--- config.mk ---
export PLATFORM = sky130hd
export DESIGN_NAME = seven_seg_mux
export DESIGN_NICKNAME = d
export VERILOG_FILES = /design/src/rtl/seven_seg_pkg.sv /design/src/rtl/seg_hex_decoder.sv /design/src/rtl/seven_seg_mux.sv
export SDC_FILE = /design/constraint.sdc
export NUM_CORES = 1
export LEC_CHECK = 0
export CORE_UTILIZATION = 45
export CTS_BUF_LIST = sky130_fd_sc_hd__clkbuf_4 sky130_fd_sc_hd__clkbuf_8
export DETAILED_ROUTE_END_ITERATION = 12
export GPL_TIMING_DRIVEN = 0
export MAX_ROUTING_LAYER = met4
export PLACE_DENSITY = 0.65
export SLEW_MARGIN = 20
export SYNTH_ARGS = -nofsm -noshare
export SYNTH_HDL_FRONTEND = slang
export SYNTH_HIERARCHICAL = 1
export SYNTH_SLANG_ARGS = --single-unit
--- constraint.sdc ---
create_clock -name clk -period 4.6 [get_ports clk]
set_input_delay 1.15 -clock clk [delete_from_list [all_inputs] [get_ports clk]]
set_output_delay 1.15 -clock clk [all_outputs]
set_load 0.05 [all_outputs]
--- src/rtl/seven_seg_pkg.sv ---
// Shared constants for the seven-segment scanner: hex glyph table,
// segment bit positions and the display frame record.
package seven_seg_pkg;

    localparam int MAX_DIGITS = 8;
    localparam int MAX_IDX_W  = 3;

    // Bit positions inside the 7-bit segment vector {g,f,e,d,c,b,a}.
    localparam int SEG_A = 0;
    localparam int SEG_B = 1;
    localparam int SEG_C = 2;
    localparam int SEG_D = 3;
    localparam int SEG_E = 4;
    localparam int SEG_F = 5;
    localparam int SEG_G = 6;

    localparam logic [6:0] SEG_ALL_OFF = 7'h00;

    // Entry n is the true-high glyph for hex digit n (0..9, A, b, C, d, E, F).
    localparam logic [15:0][6:0] HEX_SEG_TABLE = {
        7'h71, 7'h79, 7'h5E, 7'h39, 7'h7C, 7'h77, 7'h6F, 7'h7F,
        7'h07, 7'h7D, 7'h6D, 7'h66, 7'h4F, 7'h5B, 7'h06, 7'h3F
    };

    // Sized for the widest display; unused upper digits stay zero.
    typedef struct packed {
        logic [MAX_DIGITS-1:0][3:0] nib;
        logic [MAX_DIGITS-1:0]      dp;
        logic [MAX_DIGITS-1:0]      blank;
    } frame_t;

    function automatic logic [6:0] hex_to_seg(input logic [3:0] hex);
        return HEX_SEG_TABLE[hex];
    endfunction

endpackage

--- src/rtl/seg_hex_decoder.sv ---
// Combinational hex nibble to true-high seven-segment glyph.
module seg_hex_decoder
    import seven_seg_pkg::*;
(
    input  logic [3:0] hex,
    output logic [6:0] seg
);

    always_comb begin
        seg = hex_to_seg(hex);
    end

endmodule

--- src/rtl/seven_seg_mux.sv ---
// Time-multiplexed seven-segment display driver with frame-synchronous
// data updates and a one-cycle anode guard at every digit change.
module seven_seg_mux
    import seven_seg_pkg::*;
#(
    parameter int NUM_DIGITS     = 8,
    parameter int CLK_DIV        = 100000,
    parameter bit SEG_ACTIVE_LOW = 1'b1,
    parameter bit AN_ACTIVE_LOW  = 1'b1
) (
    input  logic                    clk,
    input  logic                    rst_n,
    input  logic                    wr_en,
    input  logic [4*NUM_DIGITS-1:0] wr_data,
    input  logic [NUM_DIGITS-1:0]   wr_dp,
    input  logic [NUM_DIGITS-1:0]   wr_blank,
    output logic [6:0]              seg,
    output logic                    dp,
    output logic [NUM_DIGITS-1:0]   an,
    output logic                    frame_done
);

    localparam int PRE_W = (CLK_DIV > 1) ? $clog2(CLK_DIV) : 1;
    localparam int IDX_W = (NUM_DIGITS > 1) ? $clog2(NUM_DIGITS) : 1;

    localparam logic [PRE_W-1:0] PRE_LAST = PRE_W'(CLK_DIV - 1);
    localparam logic [IDX_W-1:0] IDX_LAST = IDX_W'(NUM_DIGITS - 1);

    localparam logic [6:0]            SEG_OFF_LVL = {7{SEG_ACTIVE_LOW}};
    localparam logic                  DP_OFF_LVL  = SEG_ACTIVE_LOW;
    localparam logic [NUM_DIGITS-1:0] AN_OFF_LVL  = {NUM_DIGITS{AN_ACTIVE_LOW}};

    logic [PRE_W-1:0]     pre_cnt;
    logic [IDX_W-1:0]     digit_idx;
    logic                 tick;
    logic                 wrap_tick;

    frame_t               wr_frame;
    frame_t               pending_frame;
    frame_t               active_frame;
    logic                 pending_valid;

    logic [MAX_IDX_W-1:0] sel_idx;
    logic [3:0]           cur_nib;
    logic                 cur_dp;
    logic                 cur_blank;
    logic [6:0]           cur_glyph;

    logic [6:0]            seg_next;
    logic                  dp_next;
    logic [NUM_DIGITS-1:0] an_next;

    assign tick      = (pre_cnt == PRE_LAST);
    assign wrap_tick = tick && (digit_idx == IDX_LAST);

    always_ff @(posedge clk) begin
        if (!rst_n) begin
            pre_cnt <= '0;
        end else if (tick) begin
            pre_cnt <= '0;
        end else begin
            pre_cnt <= pre_cnt + PRE_W'(1);
        end
    end

    always_ff @(posedge clk) begin
        if (!rst_n) begin
            digit_idx <= '0;
        end else if (wrap_tick) begin
            digit_idx <= '0;
        end else if (tick) begin
            digit_idx <= digit_idx + IDX_W'(1);
        end
    end

    always_comb begin
        wr_frame = '0;
        for (int i = 0; i < NUM_DIGITS; i++) begin
            wr_frame.nib[i]   = wr_data[4*i +: 4];
            wr_frame.dp[i]    = wr_dp[i];
            wr_frame.blank[i] = wr_blank[i];
        end
    end

    // Active data only changes at the frame boundary so a scan never mixes
    // old and new digits; a write landing on the boundary itself wins.
    always_ff @(posedge clk) begin
        if (!rst_n) begin
            pending_frame <= '0;
            active_frame  <= '0;
            pending_valid <= 1'b0;
        end else if (wrap_tick) begin
            if (wr_en) begin
                active_frame <= wr_frame;
            end else if (pending_valid) begin
                active_frame <= pending_frame;
            end
            pending_valid <= 1'b0;
        end else if (wr_en) begin
            pending_frame <= wr_frame;
            pending_valid <= 1'b1;
        end
    end

    assign sel_idx   = MAX_IDX_W'(digit_idx);
    assign cur_nib   = active_frame.nib[sel_idx];
    assign cur_dp    = active_frame.dp[sel_idx];
    assign cur_blank = active_frame.blank[sel_idx];

    seg_hex_decoder u_hex_decoder (
        .hex (cur_nib),
        .seg (cur_glyph)
    );

    always_comb begin
        seg_next = SEG_ALL_OFF;
        dp_next  = 1'b0;
        an_next  = '0;
        if (!cur_blank) begin
            seg_next = cur_glyph;
            dp_next  = cur_dp;
        end
        // Anodes stay dark across the digit switch to avoid ghosting.
        if (!tick) begin
            an_next = NUM_DIGITS'(1) << digit_idx;
        end
    end

    always_ff @(posedge clk) begin
        if (!rst_n) begin
            seg        <= SEG_OFF_LVL;
            dp         <= DP_OFF_LVL;
            an         <= AN_OFF_LVL;
            frame_done <= 1'b0;
        end else begin
            seg        <= seg_next ^ {7{SEG_ACTIVE_LOW}};
            dp         <= dp_next ^ SEG_ACTIVE_LOW;
            an         <= an_next ^ {NUM_DIGITS{AN_ACTIVE_LOW}};
            frame_done <= wrap_tick;
        end
    end

endmodule

==> metrics.md, run 1 <==
| Metric | Value |
|---|---|
| Status | `finished, final reports clean` |
| Post-Syn Area | `~6500 um2` |
| First-pass GRT wire length | `24.4 mm` |
| Non-Filler Instances | `972` |
| TNS Setup | `0 ns` |
| Fillers | `1277` |
| Crit-path max cell delay | `0.60 ns` |
| Top_reg_cell synth | `dfxtp_1` |
| # diodes | `0` |
| P&R area growth vs syn | `19.4%` |
| Core box area | `13900 um2` |
| Worst Path Required | `between 4 and 5 ns` |
| DRT iter0 DRCs | `265` |
| Clock skew | `approximately 0.010 ns` |
| GRT Total Usage | `22.1%` |
| Max_cap viols | `0` |
| Syn_area_per_cell | `9.29 um2` |
| Clock buffer count from CTS | `17` |
| Number of global-route vias before repair | `5073` |
| DRT Pass-1 Iters | `4` |
| Top cells by area, synth | `dfxtp_1 (41%), mux2i_1 (15%), nand2_1 (13%)` |
| Slew Viols, Final | `0` |
| Wirelength per Cell | `15.1 um` |
| Syn nets | `around 760` |
| DR vias | `4996` |
| CTS resizes | `0` |
| H-tree levels | `4` |
| Final number of setup-violating endpoints | `0` |
| Post-Place Worst Slack | `between 1 and 1.5 ns` |
| Post-route ant nets | `0` |
| Arr. time, crit path | `3.72 ns` |
| Relative slew slack | `54.7%` |
| Reg2Reg Depth | `10` |
| Actual slew at the worst max-slew pin | `0.679 ns` |
| Rows | `43` |
| Buffers on Ports | `66` |
| Worst hold path stage count | `2` |
| Synth async-reset ratio | `0%` |
| Die ar. | `14900 um2` |
| Final Hold Violating Endpoints | `0` |
| WL final | `between 10 and 15 mm` |
| Top Metal Used | `met4` |
| Hold_sp | `pending_frame[10]` |
| WS Path Type | `flip-flop to flip-flop` |
| Drt drc | `0` |
| Sinks on Clock Net | `~130` |
| Fraction of layout cells with a size suffix above 1 | `13.9%` |
| Final Critical Period | `between 3 and 4 ns` |
| FF+latch count, synth | `134` |
| Critical-path maximum fanout | `10` |
| Metal-1 WL | `6.80 mm` |
| Dpl hpwl | `between 10 and 15 mm` |
| CTS tree | `yes` |
| Root buf cell | `clkbuf_8` |
| Worst hold path type | `flip-flop to flip-flop` |
| Leakage | `2.94 nW` |
| Number of top-level pins | `68` |
| Seq/Total Area, Yosys | `41.4%` |
| Type of origin of the critical path | `flip-flop` |
| FMAX | `301 MHz` |
| RSZ-0062 raised after global routing | `false` |
| CP max-delay cell | `mux4_2` |
| Post-synth EDFFs | `0` |
| Largest net degree at the start of global routing | `17` |
| Final worst slack | `1.28 ns` |
| Placement-stage cell area | `7360 um2` |
| GPL Wtd Cong | `0.875` |
| Yosys cell types | `45` |
| Endpoint type of the worst setup path | `flip-flop` |
| Reg-to-reg startpoint | `digit_idx[0]` |
| Min Hold Slack | `0.458 ns` |
| Met3 WL post-DR | `~550 um` |
| Commonest non-fill, non-tap cell in the layout | `nand2_1` |
| Most frequent cells in the layout | `nand2_1 (228), dfxtp_1 (134), mux2i_1 (98)` |
| Post-CTS Hold Buffers | `0` |
| Initial core utilization | `46.5%` |
| Global route overflow | `0` |
| Final instance area | `~7700 um2` |
| VDD IR-drop max | `192 uV` |
| Crit-path cells | `clkbuf_1, buf_1, mux4_2, nand2_1, nand2_1, inv_1, ha_1, inv_1, mux4_1, nand2_1` |
| Die Width | `122 um` |
| Post-Place Cells | `about 940` |
| End of the worst hold path | `pending_frame[10]` |
| CTS clk-pin slew, worst paths | `0.07 ns` |
| Metal2 WL | `6.99 mm` |
| Antenna violations before repair | `0` |
| R2R setup slack | `1.28 ns` |
| PD cells | `307 nW/um2` |
| Mapped Cells | `697` |
| Final #Nets | `847` |
| Critical R2R Capture | `seg[3]` |
| Ys Warns | `6` |
| Largest buffer count on any clock path | `2` |
| Yosys top cell by area | `dfxtp_1` |
| Post-route clock period utilization | `slightly above 70%` |
| Die height | `122 um` |
| Postcts setup bufs | `0` |
| Synth top area share | `roughly 41%` |
| Most frequent CP cell | `nand2_1` |
| Vias per inst | `5.14` |
| Skew-Pair Late Insertion Delay | `0.46 ns` |
cell families after synthesis:
logic type | count (synthesis) | synth area share, %
buf+inv | 60 | 4.37
fa+ha+maj | 14 | 2.71
simple gates | 291 | 18.9
flops | 134 | 41.4
xor+xnor | 12 | 1.62
compound gates | 24 | 2.42
mux | 162 | 28.6
worst max path at each step:
stage	endpoint	from	slack [ns]
global placement	seg[3]	digit_idx[0]	1.22
CTS	seg[3]	digit_idx[0]	1.21
global route	seg[3]	digit_idx[0]	0.96
detailed placement	seg[3]	digit_idx[0]	1.22
floorplan	seg[3]	digit_idx[0]	1.79
finish	seg[3]	digit_idx[0]	1.28
worst max-delay path, delay by kind of cell, from the launching register on:
family,cells,cell delay (ns)
buffers and inverters,4,1.27
AND/OR/NAND/NOR,3,0.30
multiplexers,2,1.07
adder cells (fa/ha/maj),1,0.25
flip-flops,1,0.37
through the flow:
step | power [mW] | utilization, %
after floorplan | 1.37 | -
after global placement | 1.46 | 52.8
after detailed placement | 1.47 | 52.8
after CTS | 2.40 | 55.5
after global routing | 2.47 | 55.5
final | 2.38 | 55.5
power breakdown:
part | internal [mW] | switching, mW | total (mW)
Sequential | 1.19 | 0.0154 | 1.21
Clock | 0.505 | 0.426 | 0.931
Combinational | 0.116 | 0.121 | 0.237
Total | 1.81 | 0.562 | 2.38
routing by layer:
layer	GRT usage (%)	up-vias
met2	36.1	85
met1	25.9	2372
met4	8.41	0
met5	-	-
met3	5.85	25
li1	-	2514
sequential cells by signal (all words and copies together) (netlist names):
name	flops
dp	1
digit_idx	3
pending_valid	1
pending_frame	48
an	8
frame_done	1
pre_cnt	17
active_frame	48
seg	7
synthesized netlist by cell type, types with 2 or more instances:
library cell	instances
nand2_1	228
dfxtp_1	134
mux2i_1	98
mux2_2	51
clkbuf_1	34
ha_1	14
nand3_1	14
nor2_1	13
mux4_2	12
inv_1	8
buf_2	7
xnor2_1	7
buf_6	6
nor3_1	6
o21ai_0	6
a21oi_1	5
xor2_1	5
and3_1	4
nand4_1	4
o21a_1	4
or4_1	4
a21boi_1	3
and2_1	3
buf_1	3
nor4_1	3
or4b_1	2
final cells by class:
class	count	area [um2]	share of cell area (%)
repair buffers	66	661	8.55
multi-input cells	503	3510	45.4
clock inverters	4	45.0	0.583
flip-flops and latches	134	2680	34.7
clock buffers	25	325	4.21
well taps	180	225	2.91
plain buffers	51	249	3.22
inverters	9	33.8	0.437
No activity file was read; power rests on OpenSTA's default activity.
==> run 2: changes to the inputs <==
Clock period 4.6 ns to 3.3 ns, I/O delays scaled along.
==> run 2 against run 1 <==
  * Global-route usage unchanged
  * First-iteration DRC count down 0.38%
  * Non-clock buffer count unchanged
  * Die area unchanged
  * Critical endpoint unchanged
==> metrics.md, run 2 (synthesized netlist as in run 1, its figures left out) <==
| Metric | Value |
|---|---|
| Status | `finished, final reports clean (unchanged)` |
| CTS tree | `yes (unchanged)` |
| Initial core utilization | `46.5% (unchanged)` |
| Postcts setup bufs | `0 (unchanged)` |
| Root buf cell | `clkbuf_8 (unchanged)` |
| First-pass GRT wire length | `24.4 mm (unchanged)` |
| Antenna violations before repair | `0 (unchanged)` |
| Non-Filler Instances | `972 (unchanged)` |
| WL final | `14.6 mm (about the same)` |
| Leakage | `2.95 nW (was 2.94 nW)` |
| Clock skew | `0.0100 ns (was 0.0101 ns)` |
| Slew Viols, Final | `0 (unchanged)` |
| Critical-path maximum fanout | `10 (unchanged)` |
| Sinks on Clock Net | `134 (unchanged)` |
| Most frequent CP cell | `nand2_1 (unchanged)` |
| Post-route clock period utilization | `86.6% (was 72.2%)` |
| Arr. time, crit path | `3.25 ns (was 3.72 ns)` |
| Actual slew at the worst max-slew pin | `0.634 ns (was 0.679 ns)` |
| Relative slew slack | `57.7% (was 54.7%)` |
| Rows | `43 (unchanged)` |
| H-tree levels | `4 (unchanged)` |
| Critical R2R Capture | `seg[3] (unchanged)` |
| Post-Place Cells | `943 (unchanged)` |
| Die height | `122 um (unchanged)` |
| DRT iter0 DRCs | `264 (was 265)` |
| Endpoint type of the worst setup path | `flip-flop (unchanged)` |
| Vias per inst | `5.13 (was 5.14)` |
| Clock buffer count from CTS | `17 (unchanged)` |
| Largest buffer count on any clock path | `2 (unchanged)` |
| Reg-to-reg startpoint | `digit_idx[0] (unchanged)` |
| Most frequent cells in the layout | `nand2_1 (228), dfxtp_1 (134), mux2i_1 (98) (unchanged)` |
| PD cells | `428 nW/um2 (was 307 nW/um2)` |
| Worst hold path stage count | `2 (unchanged)` |
| Die Width | `122 um (unchanged)` |
| Drt drc | `0 (unchanged)` |
| Final Hold Violating Endpoints | `0 (unchanged)` |
| Post-route ant nets | `0 (unchanged)` |
| Final core utilization | `55.5% (about the same)` |
| FMAX | `350 MHz (was 301 MHz)` |
| Type of origin of the critical path | `flip-flop (unchanged)` |
| Final #Nets | `847 (unchanged)` |
| GPL Wtd Cong | `0.875 (unchanged)` |
| Wirelength per Cell | `15.1 um (about the same)` |
| DR vias | `4989 (was 4996)` |
| Final Critical Period | `2.86 ns (was 3.32 ns)` |
| GRT Total Usage | `22.1% (unchanged)` |
| Worst Path Required | `3.69 ns (was 4.99 ns)` |
| Number of global-route vias before repair | `5073 (unchanged)` |
| Number of top-level pins | `68 (unchanged)` |
| CP max-delay cell | `mux4_2 (unchanged)` |
| Fraction of layout cells with a size suffix above 1 | `14.1% (was 13.9%)` |
| Fillers | `1276 (was 1277)` |
| Crit-path max cell delay | `0.55 ns (was 0.60 ns)` |
| Buffers on Ports | `66 (unchanged)` |
| CTS clk-pin slew, worst paths | `0.07 ns (about the same)` |
| Commonest non-fill, non-tap cell in the layout | `nand2_1 (unchanged)` |
| End of the worst hold path | `pending_frame[10] (unchanged)` |
| Final Power | `3.31 mW (was 2.38 mW)` |
| Largest net degree at the start of global routing | `17 (unchanged)` |
| # diodes | `0 (unchanged)` |
| Max_cap viols | `0 (unchanged)` |
| WS Path Type | `flip-flop to flip-flop (unchanged)` |
| Final instance area | `7730 um2 (about the same)` |
| Reg2Reg Depth | `10 (unchanged)` |
| Post-CTS Hold Buffers | `0 (unchanged)` |
| Final number of setup-violating endpoints | `0 (unchanged)` |
| Die ar. | `14900 um2 (unchanged)` |
| Skew-Pair Late Insertion Delay | `0.46 ns (about the same)` |
| RSZ-0062 raised after global routing | `false (unchanged)` |
| Placement-stage cell area | `7360 um2 (unchanged)` |
| R2R setup slack | `0.44 ns (was 1.28 ns)` |
| VDD IR-drop max | `268 uV (was 192 uV)` |
| Largest regs | `active_frame (48), pending_frame (48), pre_cnt (17) (unchanged)` |
| Crit-path cells | `clkbuf_2, buf_2, mux4_2, nand2_1, nand2_1, inv_1, ha_1, inv_1, mux4_1, nand2_1 (was clkbuf_1, buf_1, mux4_2, nand2_1, nand2_1, inv_1, ha_1, inv_1, mux4_1, nand2_1)` |
| Core box area | `13900 um2 (unchanged)` |
| Dpl hpwl | `10.8 mm (unchanged)` |
| Worst hold path type | `flip-flop to flip-flop (unchanged)` |
| Hold_sp | `pending_frame[10] (unchanged)` |
| Global route overflow | `0 (unchanged)` |
| DRT Pass-1 Iters | `4 (unchanged)` |
| P&R area growth vs syn | `19.4% (about the same)` |
[run 2: cell types whose count changed in the layout (fill, tap and decap cells not counted)]
| cell | before | now |
|---|---|---|
| clkbuf_2 | 0 | 1 |
| buf_1 | 3 | 2 |
| buf_2 | 7 | 8 |
| clkbuf_1 | 34 | 33 |
[run 2: final cells by class]
type / instances / area [um2] / share of cell area, %
plain buffers: 51 / 251 / 3.25
clock buffers: 25 / 325 / 4.21
clock inverters: 4 / 45.0 / 0.582
inverters: 9 / 33.8 / 0.437
multi-input cells: 503 / 3510 / 45.4
flip-flops and latches: 134 / 2680 / 34.7
well taps: 180 / 225 / 2.91
repair buffers: 66 / 661 / 8.54
[run 2: through the flow]
step                      setup slack (ns)  setup TNS, ns  hold WS, ns
after floorplan                      0.489              0        0.432
after global placement             -0.0777        -0.0777        0.440
after detailed placement           -0.0767        -0.0767        0.448
after CTS                            0.171              0        0.459
after global routing                 0.209              0        0.469
final                                0.442              0        0.458
[run 2: how the worst max path moves through the flow]
stage                            start      to  cells past startpoint
after floorplan           digit_idx[0]  seg[3]                     10
after global placement    digit_idx[0]  seg[3]                     10
after detailed placement  digit_idx[0]  seg[3]                     10
after CTS                 digit_idx[0]  seg[3]                     10
after global routing      digit_idx[0]  seg[3]                     10
final                     digit_idx[0]  seg[3]                     10
[run 2: power by group]
part | leakage (nW) | switching (mW) | internal, mW | total, mW
sequential | 1.09 | 0.0214 | 1.66 | 1.68
clock | 0.198 | 0.593 | 0.704 | 1.30
combinational | 1.66 | 0.169 | 0.161 | 0.331
total | 2.95 | 0.784 | 2.53 | 3.31
[run 2: what timing repair did]
item                                    in CTS  in global routing
gates resized for setup                      1                  2
endpoints found under the setup margin       1                  1
endpoints found under the hold margin        0                  0
[run 2: layer usage]
metal,global-route usage (%),up-vias,wire (um)
met4,8.41,0,313
met5,-,-,0
li1,-,2512,-
met1,25.9,2369,6800
met2,36.1,83,6980
met3,5.85,25,548
[run 2: critical path, delay by kind of cell, from the launching register on]
kind                       cells  cell delay (ns)
and+or+nand+nor                3             0.30
buffers and inverters          4             0.84
DFF                            1             0.37
adders and majority gates      1             0.25
muxes                          2             1.02
